===== src/rtl/proc_io_bank_pkg.sv =====
// Shared definitions for the processor I/O bank: default widths and pointer sizing.
package proc_io_bank_pkg;

    localparam int unsigned NUBITS_DEF = 32;
    localparam int unsigned FDEPTH_DEF = 4;

    // Ceiling log2; used to size FIFO pointers.
    function automatic int unsigned clog2(input int unsigned n);
        int unsigned r;
        int unsigned v;
        r = 0;
        v = 1;
        while (v < n) begin
            v = v << 1;
            r = r + 1;
        end
        return r;
    endfunction

    localparam int unsigned PTR_W = clog2(FDEPTH_DEF);
    localparam int unsigned CNT_W = PTR_W + 1;

endpackage


===== src/rtl/io_fifo.sv =====
// Single-clock FIFO with occupancy counter. A pop on an empty FIFO is refused;
// a push on a full FIFO is accepted only when a pop happens in the same cycle.
module io_fifo
    import proc_io_bank_pkg::*;
#(
    parameter int unsigned NUBITS = NUBITS_DEF,
    parameter int unsigned FDEPTH = FDEPTH_DEF
) (
    input  logic                    clk,
    input  logic                    rst,
    input  logic                    push,
    input  logic                    pop,
    input  logic [NUBITS-1:0]       din,
    output logic [NUBITS-1:0]       dout,
    output logic                    full,
    output logic                    empty,
    output logic [clog2(FDEPTH):0]  count
);

    localparam int unsigned PW = clog2(FDEPTH);
    localparam int unsigned CW = PW + 1;

    logic [NUBITS-1:0] mem [FDEPTH];
    logic [PW-1:0]     wr_ptr;
    logic [PW-1:0]     rd_ptr;
    logic [CW-1:0]     cnt;
    logic              do_push;
    logic              do_pop;

    assign empty   = (cnt == '0);
    assign full    = (cnt == CW'(FDEPTH));
    assign count   = cnt;
    assign do_pop  = pop & ~empty;
    assign do_push = push & (~full | do_pop);
    // Head word is forced to zero while empty so stale storage never shows.
    assign dout    = empty ? '0 : mem[rd_ptr];

    // Storage write; contents are don't-care until counted as occupied.
    always_ff @(posedge clk) begin
        if (do_push) begin
            mem[wr_ptr] <= din;
        end
    end

    // Pointer and occupancy update.
    always_ff @(posedge clk or negedge rst) begin
        if (!rst) begin
            wr_ptr <= '0;
            rd_ptr <= '0;
            cnt    <= '0;
        end else begin
            if (do_push) wr_ptr <= wr_ptr + PW'(1);
            if (do_pop)  rd_ptr <= rd_ptr + PW'(1);
            case ({do_push, do_pop})
                2'b10:   cnt <= cnt + CW'(1);
                2'b01:   cnt <= cnt - CW'(1);
                default: cnt <= cnt;
            endcase
        end
    end

endmodule


===== src/rtl/proc_io_bank.sv =====
// Responder for the processor I/O port protocol: per-port input FIFOs read by
// one-hot req_in, per-port output FIFOs written by one-hot out_en.
module proc_io_bank
    import proc_io_bank_pkg::*;
#(
    parameter int unsigned NUBITS = NUBITS_DEF,
    parameter int unsigned NUIOIN = 2,
    parameter int unsigned NUIOOU = 2,
    parameter int unsigned FDEPTH = FDEPTH_DEF
) (
    input  logic                     clk,
    input  logic                     rst,
    input  logic [NUIOIN-1:0]        req_in,
    output logic [NUBITS-1:0]        io_in,
    input  logic [NUIOOU-1:0]        out_en,
    input  logic [NUBITS-1:0]        io_out,
    input  logic [NUIOIN*NUBITS-1:0] src_data,
    input  logic [NUIOIN-1:0]        src_valid,
    output logic [NUIOIN-1:0]        src_ready,
    output logic [NUIOOU*NUBITS-1:0] snk_data,
    output logic [NUIOOU-1:0]        snk_valid,
    input  logic [NUIOOU-1:0]        snk_ready,
    output logic [NUIOIN-1:0]        err_udf,
    output logic [NUIOOU-1:0]        err_ovf
);

    localparam int unsigned CW = clog2(FDEPTH) + 1;

    logic [NUBITS-1:0] in_dout [NUIOIN];
    logic [NUIOIN-1:0] in_full;
    logic [NUIOIN-1:0] in_empty;
    logic [NUIOOU-1:0] out_full;
    logic [NUIOOU-1:0] out_empty;
    logic [CW-1:0]     in_cnt_unused  [NUIOIN];
    logic [CW-1:0]     out_cnt_unused [NUIOOU];
    logic [NUIOIN-1:0] rd_gnt;
    logic [NUIOIN-1:0] rd_pop;
    logic [NUIOOU-1:0] wr_gnt;
    logic [NUIOOU-1:0] snk_pop;

    for (genvar k = 0; k < NUIOIN; k++) begin : g_in
        io_fifo #(.NUBITS(NUBITS), .FDEPTH(FDEPTH)) u_fifo (
            .clk   (clk),
            .rst   (rst),
            .push  (src_valid[k] & src_ready[k]),
            .pop   (rd_pop[k]),
            .din   (src_data[k*NUBITS +: NUBITS]),
            .dout  (in_dout[k]),
            .full  (in_full[k]),
            .empty (in_empty[k]),
            .count (in_cnt_unused[k])
        );
    end

    for (genvar k = 0; k < NUIOOU; k++) begin : g_out
        io_fifo #(.NUBITS(NUBITS), .FDEPTH(FDEPTH)) u_fifo (
            .clk   (clk),
            .rst   (rst),
            .push  (wr_gnt[k]),
            .pop   (snk_ready[k]),
            .din   (io_out),
            .dout  (snk_data[k*NUBITS +: NUBITS]),
            .full  (out_full[k]),
            .empty (out_empty[k]),
            .count (out_cnt_unused[k])
        );
    end

    assign src_ready = ~in_full;
    assign snk_valid = ~out_empty;
    assign snk_pop   = snk_ready & ~out_empty;
    assign rd_pop    = rd_gnt & ~in_empty;

    // Lowest-index priority grant for read requests and write enables.
    always_comb begin
        rd_gnt = '0;
        wr_gnt = '0;
        for (int unsigned k = 0; k < NUIOIN; k++) begin
            if (req_in[k] && rd_gnt == '0) rd_gnt[k] = 1'b1;
        end
        for (int unsigned k = 0; k < NUIOOU; k++) begin
            if (out_en[k] && wr_gnt == '0) wr_gnt[k] = 1'b1;
        end
    end

    // Zero-latency read mux: granted, non-empty port drives its head word.
    always_comb begin
        io_in = '0;
        for (int unsigned k = 0; k < NUIOIN; k++) begin
            if (rd_pop[k]) io_in = in_dout[k];
        end
    end

    // Sticky underflow/overflow flags; a write to a full FIFO is legal only
    // when the consumer frees a slot in the same cycle.
    always_ff @(posedge clk or negedge rst) begin
        if (!rst) begin
            err_udf <= '0;
            err_ovf <= '0;
        end else begin
            err_udf <= err_udf | (rd_gnt & in_empty);
            err_ovf <= err_ovf | (wr_gnt & out_full & ~snk_pop);
        end
    end

endmodule

===== config.mk =====
export PLATFORM = sky130hd
export DESIGN_NAME = proc_io_bank
export DESIGN_NICKNAME = d
export VERILOG_FILES = /design/src/rtl/proc_io_bank_pkg.sv /design/src/rtl/io_fifo.sv /design/src/rtl/proc_io_bank.sv
export SDC_FILE = /design/constraint.sdc
export NUM_CORES = 1
export LEC_CHECK = 0
export ABC_AREA = 0
export BUFFER_PORTS_ARGS = -buffer_cell sky130_fd_sc_hd__buf_2
export CORE_AREA = 2 2 253 255
export DETAILED_ROUTE_END_ITERATION = 16
export DIE_AREA = 0 0 255 257
export SETUP_SLACK_MARGIN = 0.1
export SYNTH_ARGS = -nofsm -noshare
export SYNTH_HDL_FRONTEND = slang
export SYNTH_HIERARCHICAL = 1
export SYNTH_SLANG_ARGS = --single-unit

===== constraint.sdc =====
create_clock -name clk -period 3.4 [get_ports clk]
set_input_delay 0.34 -clock clk [delete_from_list [all_inputs] [get_ports clk]]
set_output_delay 0.34 -clock clk [all_outputs]
set_load 0.1 [all_outputs]

Word level (Yosys, flattened, before mapping)
Memories as Yosys holds them, arrays and structs flattened.
Cells that the tools add are included.
{ "op_classes": {"n_addsub": 16, "eq_ne": 12, "muxes": 22, "n_bitwise": 35, "n_reduce_logical": 10} }
{ "ops": {"columns": ["cell", "n"], "rows": [
  ["$mux 32", 6],
  ["$pmux 3 s2", 4],
  ["$add 2x1->2 const B", 8],
  ["$add 3x1->3 const B", 4],
  ["$eq 3x3->1 const B", 4],
  ["$logic_not 3->1", 4],
  ["$mux 1", 12],
  ["$sub 3x1->3 const B", 4],
  ["$and 1x1->1", 10],
  ["$and 2x2->2", 5],
  ["$not 1->1", 10],
  ["$eq 2x1->1 const B", 4],
  ["$eq 2x2->1 const B", 4],
  ["$not 2->2", 4],
  ["$reduce_bool 2->1", 4],
  ["$or 1x1->1", 4],
  ["$or 2x2->2", 2],
  ["$logic_and 1x1->1", 2]
]} }
{ "totals": {"reg_bits": 32, "ram_bits": 512, "inputBits": 106, "elab_cells": 113, "mem_count": 4} }
{ "memory_table": {"columns": ["memory", "depth", "word_bits", "read_ports", "rd_clocked_by_memory_dff", "wr", "line_no", "rtl"], "rows": [
  ["g_in[0].u_fifo.mem", 4, 32, 1, 0, 1, "io_fifo.sv:23", "logic [NUBITS-1:0] mem [FDEPTH];"],
  ["g_in[1].u_fifo.mem", 4, 32, 1, 0, 1, "io_fifo.sv:23", null],
  ["g_out[0].u_fifo.mem", 4, 32, 1, 0, 1, "io_fifo.sv:23", null],
  ["g_out[1].u_fifo.mem", 4, 32, 1, 0, 1, "io_fifo.sv:23", null]
]} }

Depth between registers and ports, before layout
{ "depth": {"word_depth": 10, "ltp_mapped": 14, "depth_no_buf": 9} }

Cells and area by module
Netlist, hierarchy kept.
{ "by_module_without_submodules": {"columns": ["module", "n_inst", "cells_per_inst", "area_per_inst_um2"], "rows": [
  ["io_fifo at g_in[1].u_fifo ...", 3, 256, 5350.1],
  ["io_fifo at g_in[0].u_fifo", 1, 257, 5351.4],
  ["proc_io_bank", 1, 130, 1071.0]
]} }

Least setup slack after synthesis
No wires, ideal clock.
{ "synth_timing": {"kind": "reg2out", "from": "reg g_in[1].u_fifo.cnt[0]", "to": "out io_in[0]", "arrival_ns": 3.462, "required_time_ns": 3.060, "setup_slack_ns": -0.402, "stages_incl_launch_ff": 7, "path_buffers": 2, "cell_sequence": "dfrtp_1 -> or3_1 -> clkbuf_1 -> clkbuf_1 -> inv_1 -> nand2b_4 -> o32ai_1"} }
{ "synth_between": {"elab_chain_len": 4} }
{ "synth_rtl": {"columns": ["element", "line_no", "rtl"], "rows": [
  ["start, declared", "io_fifo.sv:26", "logic [CW-1:0] cnt;"],
  ["start signal, assigned", "io_fifo.sv:55", "2'b10: cnt <= cnt + CW'(1);"],
  ["start signal, assigned", "io_fifo.sv:56", "2'b01: cnt <= cnt - CW'(1);"],
  ["start signal, assigned", "io_fifo.sv:57", "default: cnt <= cnt;"],
  ["$logic_not 3->1 *", "io_fifo.sv:30", "assign empty = (cnt == '0);"],
  ["via in_empty[1]", "proc_io_bank.sv:31", "logic [NUIOIN-1:0] in_empty;"],
  ["$not 2->2", "proc_io_bank.sv:72", "assign rd_pop = rd_gnt & ~in_empty;"],
  ["$and 2x2->2", "proc_io_bank.sv:72", null],
  ["$mux 32 *", "proc_io_bank.sv:90", "if (rd_pop[k]) io_in = in_dout[k];"],
  ["end, declared", "proc_io_bank.sv:14", "output logic [NUBITS-1:0] io_in,"]
]} }
The timed path passes the listed nets; every way through them passes the cells marked *.

==> impl_metrics.json <==
{
  "ctsHoldBuffers": 94,
  "period_share_pct": 92.6,
  "ys_top_cells_by_count": "512 x edfxtp_1, 132 x and2_1, 128 x mux4_2, 60 x inv_1, 39 x nand2_1",
  "reg2reg_slack_ps": 810,
  "endpoint_kind": "output port",
  "synthArstFlopShare_pct": 5.88,
  "grt_pass1_vias": 12205,
  "drc": 0,
  "worst-path-stages": 6,
  "cpPeakStageDelay_ps": 770,
  "syn-num-nets": 1281,
  "post-synth-top-count-cell": "edfxtp_1",
  "path_delay_family": "buffers and inverters",
  "relSlewSlack_pct": 35.9,
  "synth_area_leaders": "edfxtp_1 68%, mux4_2 13%, and2_1 3.7%",
  "cts_buffers": 57,
  "yosysWarnings": 6,
  "synth_seq_cells": 544,
  "slew_violations": 0,
  "r2r-start": "g_in[1].u_fifo/count[2]$_DFFE_PN0P_",
  "status": "complete, no violations",
  "wirelength_um": 49800,
  "start_kind": "register",
  "synthesis.area_mm2": 0.0225,
  "core_mm2": 0.0627,
  "crit_path_end": "io_in[8]",
  "worst-r2r-cell-count": 8,
  "avgViaCountPerCell": 4.89,
  "rsz0062_at_grt": "false",
  "vias": 11640,
  "htreeDepth": 2,
  "synth_edf_count": 512,
  "grt.total_usage_pct": 15.1,
  "firstDrtPassIters": 5,
  "yosysTopAreaCell": "edfxtp_1",
  "hold_viol_final": 0,
  "postSynthCellCount": 1155,
  "hp-class": "in2reg",
  "reg2reg_to": "g_in[1].u_fifo/count[1]$_DFFE_PN0P_",
  "synth.top_cell.area_share_pct": 68.4,
  "crit_fanout": 15,
  "cts_tree": "built",
  "tightestPinTransition_ps": 959,
  "avgSynthCellArea_um2": 19.5,
  "max_freq_mhz": 318,
  "area_growth_pct": 21.5,
  "clk_pin_slew_worst_paths_ps": 60,
  "path_buf_inv": 2,
  "final_net_count": 1608,
  "grt_max_degree": 57,
  "die_h_um": 257,
  "ys_seq_area_share_pct": 72.0,
  "die_area_mm2": 0.0655,
  "clockBufferDepth": 3,
  "initial_core_util_pct": 35.8,
  "max-cap-violations": 0,
  "die_w_um": 255,
  "drtIter0Drc": 905,
  "overflow": 0,
  "ios": 210,
  "tns_ps": 0,
  "worstPathRequired_ps": 3060,
  "fin_crit_ps": 3150,
  "postCtsSetupBuffers": 0,
  "row_count": 92,
  "hold_ws_ps": 23.5,
  "crit_slowest_cell": "dfrtp_1",
  "ys_types": 47,
  "dp_hpwl_um": 31400,
  "cts_resized": 0,
  "synthFlopType": "edfxtp_1",
  "antenna_found_initial": 10,
  "cts_sinks": 544,
  "clock_skew_ps": 39.4,
  "critical_path_class": "reg2out",
  "crit_chain": "buf_4, mux4_2, and2_1, nand2_1, o32ai_2, buf_2",
  "numPortBuffers": 209,
  "cts_root_buffer": "clkbuf_16",
  "crit_start": "g_in[0].u_fifo/rd_ptr[1]$_DFFE_PN0N_",
  "ant_nets": 0,
  "setup_viol": 0,
  "drive_above_1_share_pct": 34.1,
  "clk_latency_ps": 620,
  "routabilityCongestion": 0.760,
  "grt_pass1_wl_um": 75200,
  "arrival_ps": 2810,
  "wl_per_cell_um": 20.9
}
worst register-to-register path, cell delays in order, from the launching register on:
cell,delay [ps]
dfrtp_1,430
or3b_1,240
inv_1,70
nor2b_1,600
or2_2,240
fa_1,410
o21ba_2,240
o211ai_1,80
a22oi_1,200
logic make-up (layout without fill, tap and decap cells):
group	Yosys count	count (layout)	synth area share, %
other	0	3	0
AOI/OAI and AO/OA	71	71	3.69
muxes	133	133	13.1
and+or+nand+nor	236	236	6.17
xor gates and xnor gates	20	20	0.779
DFF	544	544	72.0
buffers and inverters	131	506	2.99
adders and majority gates	20	20	1.25
sequential cells by signal, indices dropped and copies added, names as in the netlist:
register	count
g_in.u_fifo/count	6
g_in.u_fifo/wr_ptr	4
g_out.u_fifo/count	6
g_in.u_fifo/rd_ptr	4
g_in.u_fifo/mem	256
g_out.u_fifo/mem	256
err_ovf	2
err_udf	2
g_out.u_fifo/rd_ptr	4
g_out.u_fifo/wr_ptr	4
final cells by class:
type,instances,area (um2)
fill,5517,35400
sequential,544,16200
multi-input combinational,480,5630
timing repair buffer,339,2350
clock buffer,77,1530
tap,846,1060
clock inverter,30,329
inverter,60,225
antenna,3,7.51
metal layers:
| layer | up-vias | track usage (%) | wire length [um] |
|---|---|---|---|
| li1 | 5176 | - | - |
| met2 | 301 | 24.4 | 24200 |
| met4 | 14 | 3.87 | 920 |
| met1 | 6073 | 20.9 | 21700 |
| met3 | 76 | 3.27 | 2960 |
| met5 | - | 0 | 87 |
per-stage QoR:
step / cells / utilization (%) / cell area [um2] / worst slack (ps)
finish: 2379 / 43.5 / 27300 / 253
global placement: 2175 / 39.0 / 24500 / 793
global route: 2378 / 43.5 / 27300 / 111
CTS: 2376 / 43.5 / 27300 / 191
detailed placement: 2175 / 39.0 / 24500 / 741
floorplan: 1155 / - / 22500 / -402
cell usage in the layout, fill, tap and decap left out, types with 4 or more instances in the layout:
cell type / n
a22oi_1: 5
and2_1: 132
and2_2: 12
buf_12: 7
buf_2: 208
buf_4: 30
bufinv_16: 5
clkbuf_1: 17
clkbuf_16: 57
clkinv_1: 8
clkinv_2: 8
clkinv_4: 4
dfrtp_1: 28
dfrtp_2: 4
dlygate4sd3_1: 94
edfxtp_1: 512
fa_1: 4
ha_1: 16
inv_1: 60
mux2_4: 4
mux4_2: 128
nand2_1: 39
nand2b_1: 7
nand3_1: 10
nor2_1: 11
o211ai_1: 4
o21a_4: 4
o21ai_0: 4
o21bai_1: 5
o32ai_1: 5
o32ai_2: 29
or2_2: 4
or3_1: 4
or3b_1: 4
xnor2_1: 13
xor2_1: 7
worst min path at each step:
stage / slack (ps) / to / cells past startpoint / startpoint
2_1_floorplan: 40 / err_ovf[0]$_DFF_PN0_ / 0 / rst
3_3_place_gp: 430 / err_udf[0]$_DFF_PN0_ / 1 / err_udf[0]$_DFF_PN0_
3_5_place_dp: 450 / err_udf[0]$_DFF_PN0_ / 1 / err_udf[0]$_DFF_PN0_
4_1_cts: 0.03 / g_out[0].u_fifo/mem[3][1]$_DFFE_PP_ / 1 / io_out[1]
5_1_grt: 6 / g_out[0].u_fifo/mem[3][31]$_DFFE_PP_ / 1 / io_out[31]
6_report: 20 / g_out[0].u_fifo/mem[3][1]$_DFFE_PP_ / 1 / io_out[1]
Power is not shown: default switching activity piles up to over one toggle a cycle in this logic, so the estimate is an artifact.
